`config.mk`:
```
export PLATFORM = sky130hd
export DESIGN_NAME = pe_operand_sequencer
export DESIGN_NICKNAME = d
export VERILOG_FILES = /design/src/rtl/cnn_pkg.sv /design/src/rtl/seq_addr_gen.sv /design/src/rtl/pe_operand_sequencer.sv
export SDC_FILE = /design/constraint.sdc
export NUM_CORES = 1
export LEC_CHECK = 0
export CORE_UTILIZATION = 42
export CTS_CLUSTER_SIZE = 40
export DETAILED_ROUTE_END_ITERATION = 7
export HOLD_SLACK_MARGIN = 0.15
export MAX_ROUTING_LAYER = met4
export PLACE_DENSITY = 0.77
export SLEW_MARGIN = 5
export SYNTH_ARGS = -nofsm -noshare
export SYNTH_HDL_FRONTEND = slang
export SYNTH_SLANG_ARGS = --single-unit
```
`constraint.sdc`:
```
create_clock -name clk -period 1.8 [get_ports clk]
set_input_delay 0.18 -clock clk [delete_from_list [all_inputs] [get_ports clk]]
set_output_delay 0.18 -clock clk [all_outputs]
set_load 0.1 [all_outputs]
```
`src/rtl/cnn_pkg.sv`:
```
// Shared types and default sizes for the convolution array datapath.
// Holds the operand sequencer state encoding and the PE timing constant that
// the processing_element and the sequencer must agree on.
package cnn_pkg;

  // Default datapath widths: 8-bit operands, 32-bit accumulator, 8-bit buffer address
  localparam int DATA_W_DEF = 8;
  localparam int ACC_W_DEF  = 32;
  localparam int ADDR_W_DEF = 8;

  // Cycles from the last PE enable until the PE accumulator output is final
  localparam int PE_LATENCY_CYCLES = 2;

  // Operand sequencer job states
  typedef enum logic [2:0] {
    ST_IDLE   = 3'd0,
    ST_CLEAR  = 3'd1,
    ST_FETCH  = 3'd2,
    ST_DRAIN  = 3'd3,
    ST_OUTPUT = 3'd4
  } seq_state_t;

endpackage

```
`src/rtl/seq_addr_gen.sv`:
```
// Address generator for one sequencer job: activation pointer advancing by a
// stride, weight pointer advancing by one, and a pair counter with last flag.
// Pointers wrap silently modulo 2^ADDR_W.
module seq_addr_gen
  import cnn_pkg::*;
#(
  parameter int ADDR_W = ADDR_W_DEF
) (
  input  logic              clk_i,
  input  logic              rst_ni,
  input  logic              load_i,
  input  logic              step_i,
  input  logic [ADDR_W-1:0] a_base_i,
  input  logic [ADDR_W-1:0] a_stride_i,
  input  logic [ADDR_W-1:0] b_base_i,
  input  logic [ADDR_W-1:0] len_i,
  output logic [ADDR_W-1:0] a_ptr_o,
  output logic [ADDR_W-1:0] b_ptr_o,
  output logic              last_o
);

  logic [ADDR_W-1:0] a_ptr_q, a_ptr_d;
  logic [ADDR_W-1:0] b_ptr_q, b_ptr_d;
  logic [ADDR_W-1:0] count_q, count_d;

  // Next-state: load from the bases, or advance one pair per step
  always_comb begin
    a_ptr_d = a_ptr_q;
    b_ptr_d = b_ptr_q;
    count_d = count_q;
    if (load_i) begin
      a_ptr_d = a_base_i;
      b_ptr_d = b_base_i;
      count_d = '0;
    end else if (step_i) begin
      a_ptr_d = a_ptr_q + a_stride_i;
      b_ptr_d = b_ptr_q + ADDR_W'(1);
      count_d = count_q + ADDR_W'(1);
    end
  end

  // Pointer and counter registers
  always_ff @(posedge clk_i or negedge rst_ni) begin
    if (!rst_ni) begin
      a_ptr_q <= '0;
      b_ptr_q <= '0;
      count_q <= '0;
    end else begin
      a_ptr_q <= a_ptr_d;
      b_ptr_q <= b_ptr_d;
      count_q <= count_d;
    end
  end

  // The current pair is the final one of the job (only meaningful when len != 0)
  assign last_o  = (count_q == (len_i - ADDR_W'(1)));
  assign a_ptr_o = a_ptr_q;
  assign b_ptr_o = b_ptr_q;

endmodule

```
`src/rtl/pe_operand_sequencer.sv`:
```
// Feeds one MAC processing element: clears it, streams len operand pairs from
// the activation/weight buffers, waits out the PE latency and captures the result.
// Latency len+PE_LATENCY+3 cycles from start to o_valid; the result is held until i_ready.
module pe_operand_sequencer
  import cnn_pkg::*;
#(
  parameter int DATA_W     = DATA_W_DEF,
  parameter int ACC_W      = ACC_W_DEF,
  parameter int ADDR_W     = ADDR_W_DEF,
  parameter int PE_LATENCY = PE_LATENCY_CYCLES
) (
  input  logic              clk,
  input  logic              i_reset,
  input  logic              i_start,
  input  logic [ADDR_W-1:0] i_len,
  input  logic [ADDR_W-1:0] i_a_base,
  input  logic [ADDR_W-1:0] i_a_stride,
  input  logic [ADDR_W-1:0] i_b_base,
  output logic              o_busy,
  output logic              o_rd_en,
  output logic [ADDR_W-1:0] o_a_addr,
  output logic [ADDR_W-1:0] o_b_addr,
  input  logic [DATA_W-1:0] i_a_data,
  input  logic [DATA_W-1:0] i_b_data,
  output logic [DATA_W-1:0] o_pe_a,
  output logic [DATA_W-1:0] o_pe_b,
  output logic              o_pe_enable,
  output logic              o_pe_clear,
  input  logic [ACC_W-1:0]  i_pe_result,
  input  logic              i_pe_overflow,
  output logic              o_valid,
  input  logic              i_ready,
  output logic [ACC_W-1:0]  o_result,
  output logic              o_overflow
);

  // Drain counter runs 0..PE_LATENCY, i.e. PE_LATENCY+1 cycles in DRAIN
  localparam int DRAIN_W = $clog2(PE_LATENCY + 2);
  localparam logic [DRAIN_W-1:0] DRAIN_LAST = DRAIN_W'(PE_LATENCY);

  seq_state_t        state_q;
  logic [ADDR_W-1:0] len_q;
  logic [ADDR_W-1:0] a_base_q;
  logic [ADDR_W-1:0] a_stride_q;
  logic [ADDR_W-1:0] b_base_q;
  logic [DRAIN_W-1:0] drain_q;
  logic              busy_q;
  logic              rd_en_q;
  logic              pe_clear_q;
  logic              pe_en_q;
  logic              valid_q;
  logic [ACC_W-1:0]  result_q;
  logic              ovf_q;

  logic              gen_load;
  logic              gen_step;
  logic              gen_last;
  logic [ADDR_W-1:0] a_ptr;
  logic [ADDR_W-1:0] b_ptr;

  // Pointers are loaded during CLEAR so the first FETCH cycle presents the bases
  assign gen_load = (state_q == ST_CLEAR);
  assign gen_step = (state_q == ST_FETCH);

  seq_addr_gen #(
    .ADDR_W (ADDR_W)
  ) u_addr_gen (
    .clk_i      (clk),
    .rst_ni     (i_reset),
    .load_i     (gen_load),
    .step_i     (gen_step),
    .a_base_i   (a_base_q),
    .a_stride_i (a_stride_q),
    .b_base_i   (b_base_q),
    .len_i      (len_q),
    .a_ptr_o    (a_ptr),
    .b_ptr_o    (b_ptr),
    .last_o     (gen_last)
  );

  // Job FSM with registered control outputs and result capture
  always_ff @(posedge clk or negedge i_reset) begin
    if (!i_reset) begin
      state_q    <= ST_IDLE;
      len_q      <= '0;
      a_base_q   <= '0;
      a_stride_q <= '0;
      b_base_q   <= '0;
      drain_q    <= '0;
      busy_q     <= 1'b0;
      rd_en_q    <= 1'b0;
      pe_clear_q <= 1'b0;
      valid_q    <= 1'b0;
      result_q   <= '0;
      ovf_q      <= 1'b0;
    end else begin
      case (state_q)
        ST_IDLE: begin
          if (i_start) begin
            len_q      <= i_len;
            a_base_q   <= i_a_base;
            a_stride_q <= i_a_stride;
            b_base_q   <= i_b_base;
            busy_q     <= 1'b1;
            pe_clear_q <= 1'b1;
            state_q    <= ST_CLEAR;
          end
        end
        ST_CLEAR: begin
          pe_clear_q <= 1'b0;
          drain_q    <= '0;
          if (len_q != '0) begin
            rd_en_q <= 1'b1;
            state_q <= ST_FETCH;
          end else begin
            state_q <= ST_DRAIN;
          end
        end
        ST_FETCH: begin
          // Exactly len read cycles: stop after the one carrying the last pair
          if (gen_last) begin
            rd_en_q <= 1'b0;
            drain_q <= '0;
            state_q <= ST_DRAIN;
          end
        end
        ST_DRAIN: begin
          if (drain_q == DRAIN_LAST) begin
            result_q <= i_pe_result;
            ovf_q    <= i_pe_overflow;
            valid_q  <= 1'b1;
            state_q  <= ST_OUTPUT;
          end else begin
            drain_q <= drain_q + DRAIN_W'(1);
          end
        end
        ST_OUTPUT: begin
          // Captured values stay on the port after the handshake
          if (i_ready) begin
            valid_q <= 1'b0;
            busy_q  <= 1'b0;
            state_q <= ST_IDLE;
          end
        end
        default: begin
          busy_q     <= 1'b0;
          rd_en_q    <= 1'b0;
          pe_clear_q <= 1'b0;
          valid_q    <= 1'b0;
          state_q    <= ST_IDLE;
        end
      endcase
    end
  end

  // PE enable follows the read strobe by one cycle to line up with buffer data
  always_ff @(posedge clk or negedge i_reset) begin
    if (!i_reset) begin
      pe_en_q <= 1'b0;
    end else begin
      pe_en_q <= rd_en_q;
    end
  end

  assign o_busy      = busy_q;
  assign o_rd_en     = rd_en_q;
  assign o_a_addr    = a_ptr;
  assign o_b_addr    = b_ptr;
  assign o_pe_a      = i_a_data;
  assign o_pe_b      = i_b_data;
  assign o_pe_enable = pe_en_q;
  assign o_pe_clear  = pe_clear_q;
  assign o_valid     = valid_q;
  assign o_result    = result_q;
  assign o_overflow  = ovf_q;

endmodule
```
==> results.ini <==
[drt]
ant_nets=0
wl_per_cell_um=16.0
via_per_inst=5.29
wl_um=11000
drtIter0Drc=122
vias=3634
drc=0
drt-pass1-iter-count=4

[clocking]
cts.sinks=99
cts_buffers=9
cts.root.buffer_cell=clkbuf_8
clockBufferDepth=2
cts_tree=built
htree_levels=3
clkLatencyLatePin_ns=0.39
clk_pin_slew_ns=0.11

[sta]
finalHoldViolCount=0
setup_viol=7
whs_ns=0.169
tightest_slew_ns=0.345
grt_setup_unrepaired=yes
maxSlewHeadroom_pct=77.0
fin_tns_setup_ns=-0.746
setup_ws_ns=-0.145
fin_crit_ns=1.95
finClkSkew_ns=0.0176
fmax_mhz=514
slew_violations=0
fin_crit_sh_pct=108

[global_route]
antenna_found_initial=0
grt_overflow=0
grt_max_degree=37
grt_usage_pct=20.9
grt_pass1_vias=3794
grt_pass1_wl_um=17900

[final_layout]
n_antenna_cell=0
layout_common_cells=91 x buf_4, 86 x dfrtp_1, 67 x clkdlybuf4s50_1
area_growth_pct=37.4
layout-drive-gt1-share_pct=34.7
final_common_cell=buf_4
stdcell_count=687
nNetsFinal=640

[min_path]
hold_class=input port to asynchronous set/reset pin

[run]
maxCapViolCount=0

[logic_synthesis]
yosys_warnings=0
synth_edf_count=0
synth_cell_type_count=53
netlist_area_um2=4700
synth_ff_type=dfrtp_1
synth_seq_cells=99
synthCells=399
synth-seq-area-share_pct=52.8
post_synth.cell_area_avg_um2=11.8
yosys.area.top_type=dfrtp_1
ys_async_sr_fraction_pct=100
syn_nets=497
yosysTopAreaCellShare_pct=52.8
synth_area_leaders=dfrtp_1 53%, mux2_2 9.4%, mux2_1 5.5%

[run_status]
status=complete, but fails checks
violations=negative setup slack

[die]
initial_core_util_pct=43.1
io-pin-count=155
die_x_um=108
die_area_um2=11600
rows=38
core-area_um2=10900
dieHeight_um=108

[worst_setup_path]
start_kind=flop
endpoint_kind=flop
criticalPathCategory=flop to flop
cp_max_fo=2
cp.arrival_ns=2.26
worstPathRequired_ns=2.12

[placed_design]
io_buffer_count=122
place_congestion=0.894
placedCellCount=662
dp_hpwl_um=7930

[path summary, 6_finish.rpt]
path / startpoint / endpoint / slack (ns) / cells past startpoint
worst max-delay path: u_addr_gen.a_ptr_o[0] / u_addr_gen.a_ptr_o[7] / -0.15 / 8
max in group asynchronous: i_reset / u_addr_gen.a_ptr_o[2] / 0.98 / 3
worst min-delay path: i_reset / o_result[19] / 0.17 / 2
worst max register to register: u_addr_gen.a_ptr_o[0] / u_addr_gen.a_ptr_o[7] / -0.15 / 8
min in group clk: i_a_stride[1] / a_stride_q[1] / 0.35 / 3
worst min register to register: o_rd_en / o_pe_enable / 0.48 / 0
[layout make-up]
class | count | area, um2
fillers | 878 | 4440
flip-flops and latches | 99 | 2510
multi-input cells | 256 | 2080
repair buffers | 165 | 1470
well taps | 140 | 175
clock buffers | 9 | 124
clock inverters | 7 | 60.1
inverters | 11 | 41.3
[cell usage after synthesis (5+ instances only)]
master,number
nor3_1,8
o21ai_1,11
buf_4,17
a221o_1,8
and3_1,6
buf_2,10
xnor2_1,6
nand3_1,10
ha_1,12
nor2_1,11
nand4_1,7
a21oi_1,6
nand2_1,32
dfrtp_1,99
a22oi_1,5
clkbuf_1,6
mux2_1,23
inv_1,10
nor2b_1,5
xor2_1,7
mux2_2,39
o21ai_0,16
[cells by family (layout without fill, tap and decap cells)]
| kind of cell | Yosys count | count (layout) | share of synthesized area, % |
|---|---|---|---|
| mux | 64 | 64 | 15.3 |
| flops | 99 | 99 | 52.8 |
| compound gates | 66 | 66 | 9.38 |
| simple gates | 100 | 100 | 11.4 |
| xor+xnor | 13 | 13 | 2.42 |
| buf+inv | 44 | 192 | 5.14 |
| fa+ha+maj | 13 | 13 | 3.62 |
[timing repair]
| action | CTS | global route |
|---|---|---|
| endpoints found under the setup margin | 8 | 8 |
| pin swaps | 16 | 8 |
| hold buffers | 1 | 0 |
| hold endpoints to repair | 99 | 0 |
| buffers inserted | 3 | 5 |
| gates resized for setup | 12 | 9 |
[critical path, stage by stage, from the launching register on]
cell and delay, ns:
dfrtp_4 0.50, ha_4 0.17, buf_6 0.11, a211o_1 0.25
o211ai_1 0.12, a32oi_1 0.17, xnor2_1 0.18, or3_1 0.31
nand3_1 0.07
[per-layer routing]
layer  wire length (um)  global-route usage [%]  part of all wire (%)
met1               4660                    24.9                    42
met2               5340                    33.7                    49
met3                792                    6.23                   7.2
met4                175                    7.53                   1.6
met5                  0                       -                     0
[flip-flops by register name, summed over array words and instances (netlist names), 2 cells and up]
| register | count |
|---|---|
| o_result | 32 |
| a_base_q | 8 |
| a_stride_q | 8 |
| b_base_q | 8 |
| len_q | 8 |
| u_addr_gen.a_ptr_o | 8 |
| u_addr_gen.b_ptr_o | 8 |
| u_addr_gen.count_q | 8 |
| state_q | 3 |
| drain_q | 2 |
[stage by stage]
stage	area, um2	setup slack, ns	utilization [%]
CTS	6380	-0.121	58.6
floorplan	4750	-0.304	-
global placement	6110	-0.0987	56.1
global route	6450	-0.224	59.3
finish	6450	-0.145	59.3
detailed placement	6110	-0.205	56.1
Power is not shown: default switching activity piles up to over one toggle a cycle in this logic, so the estimate is an artifact.
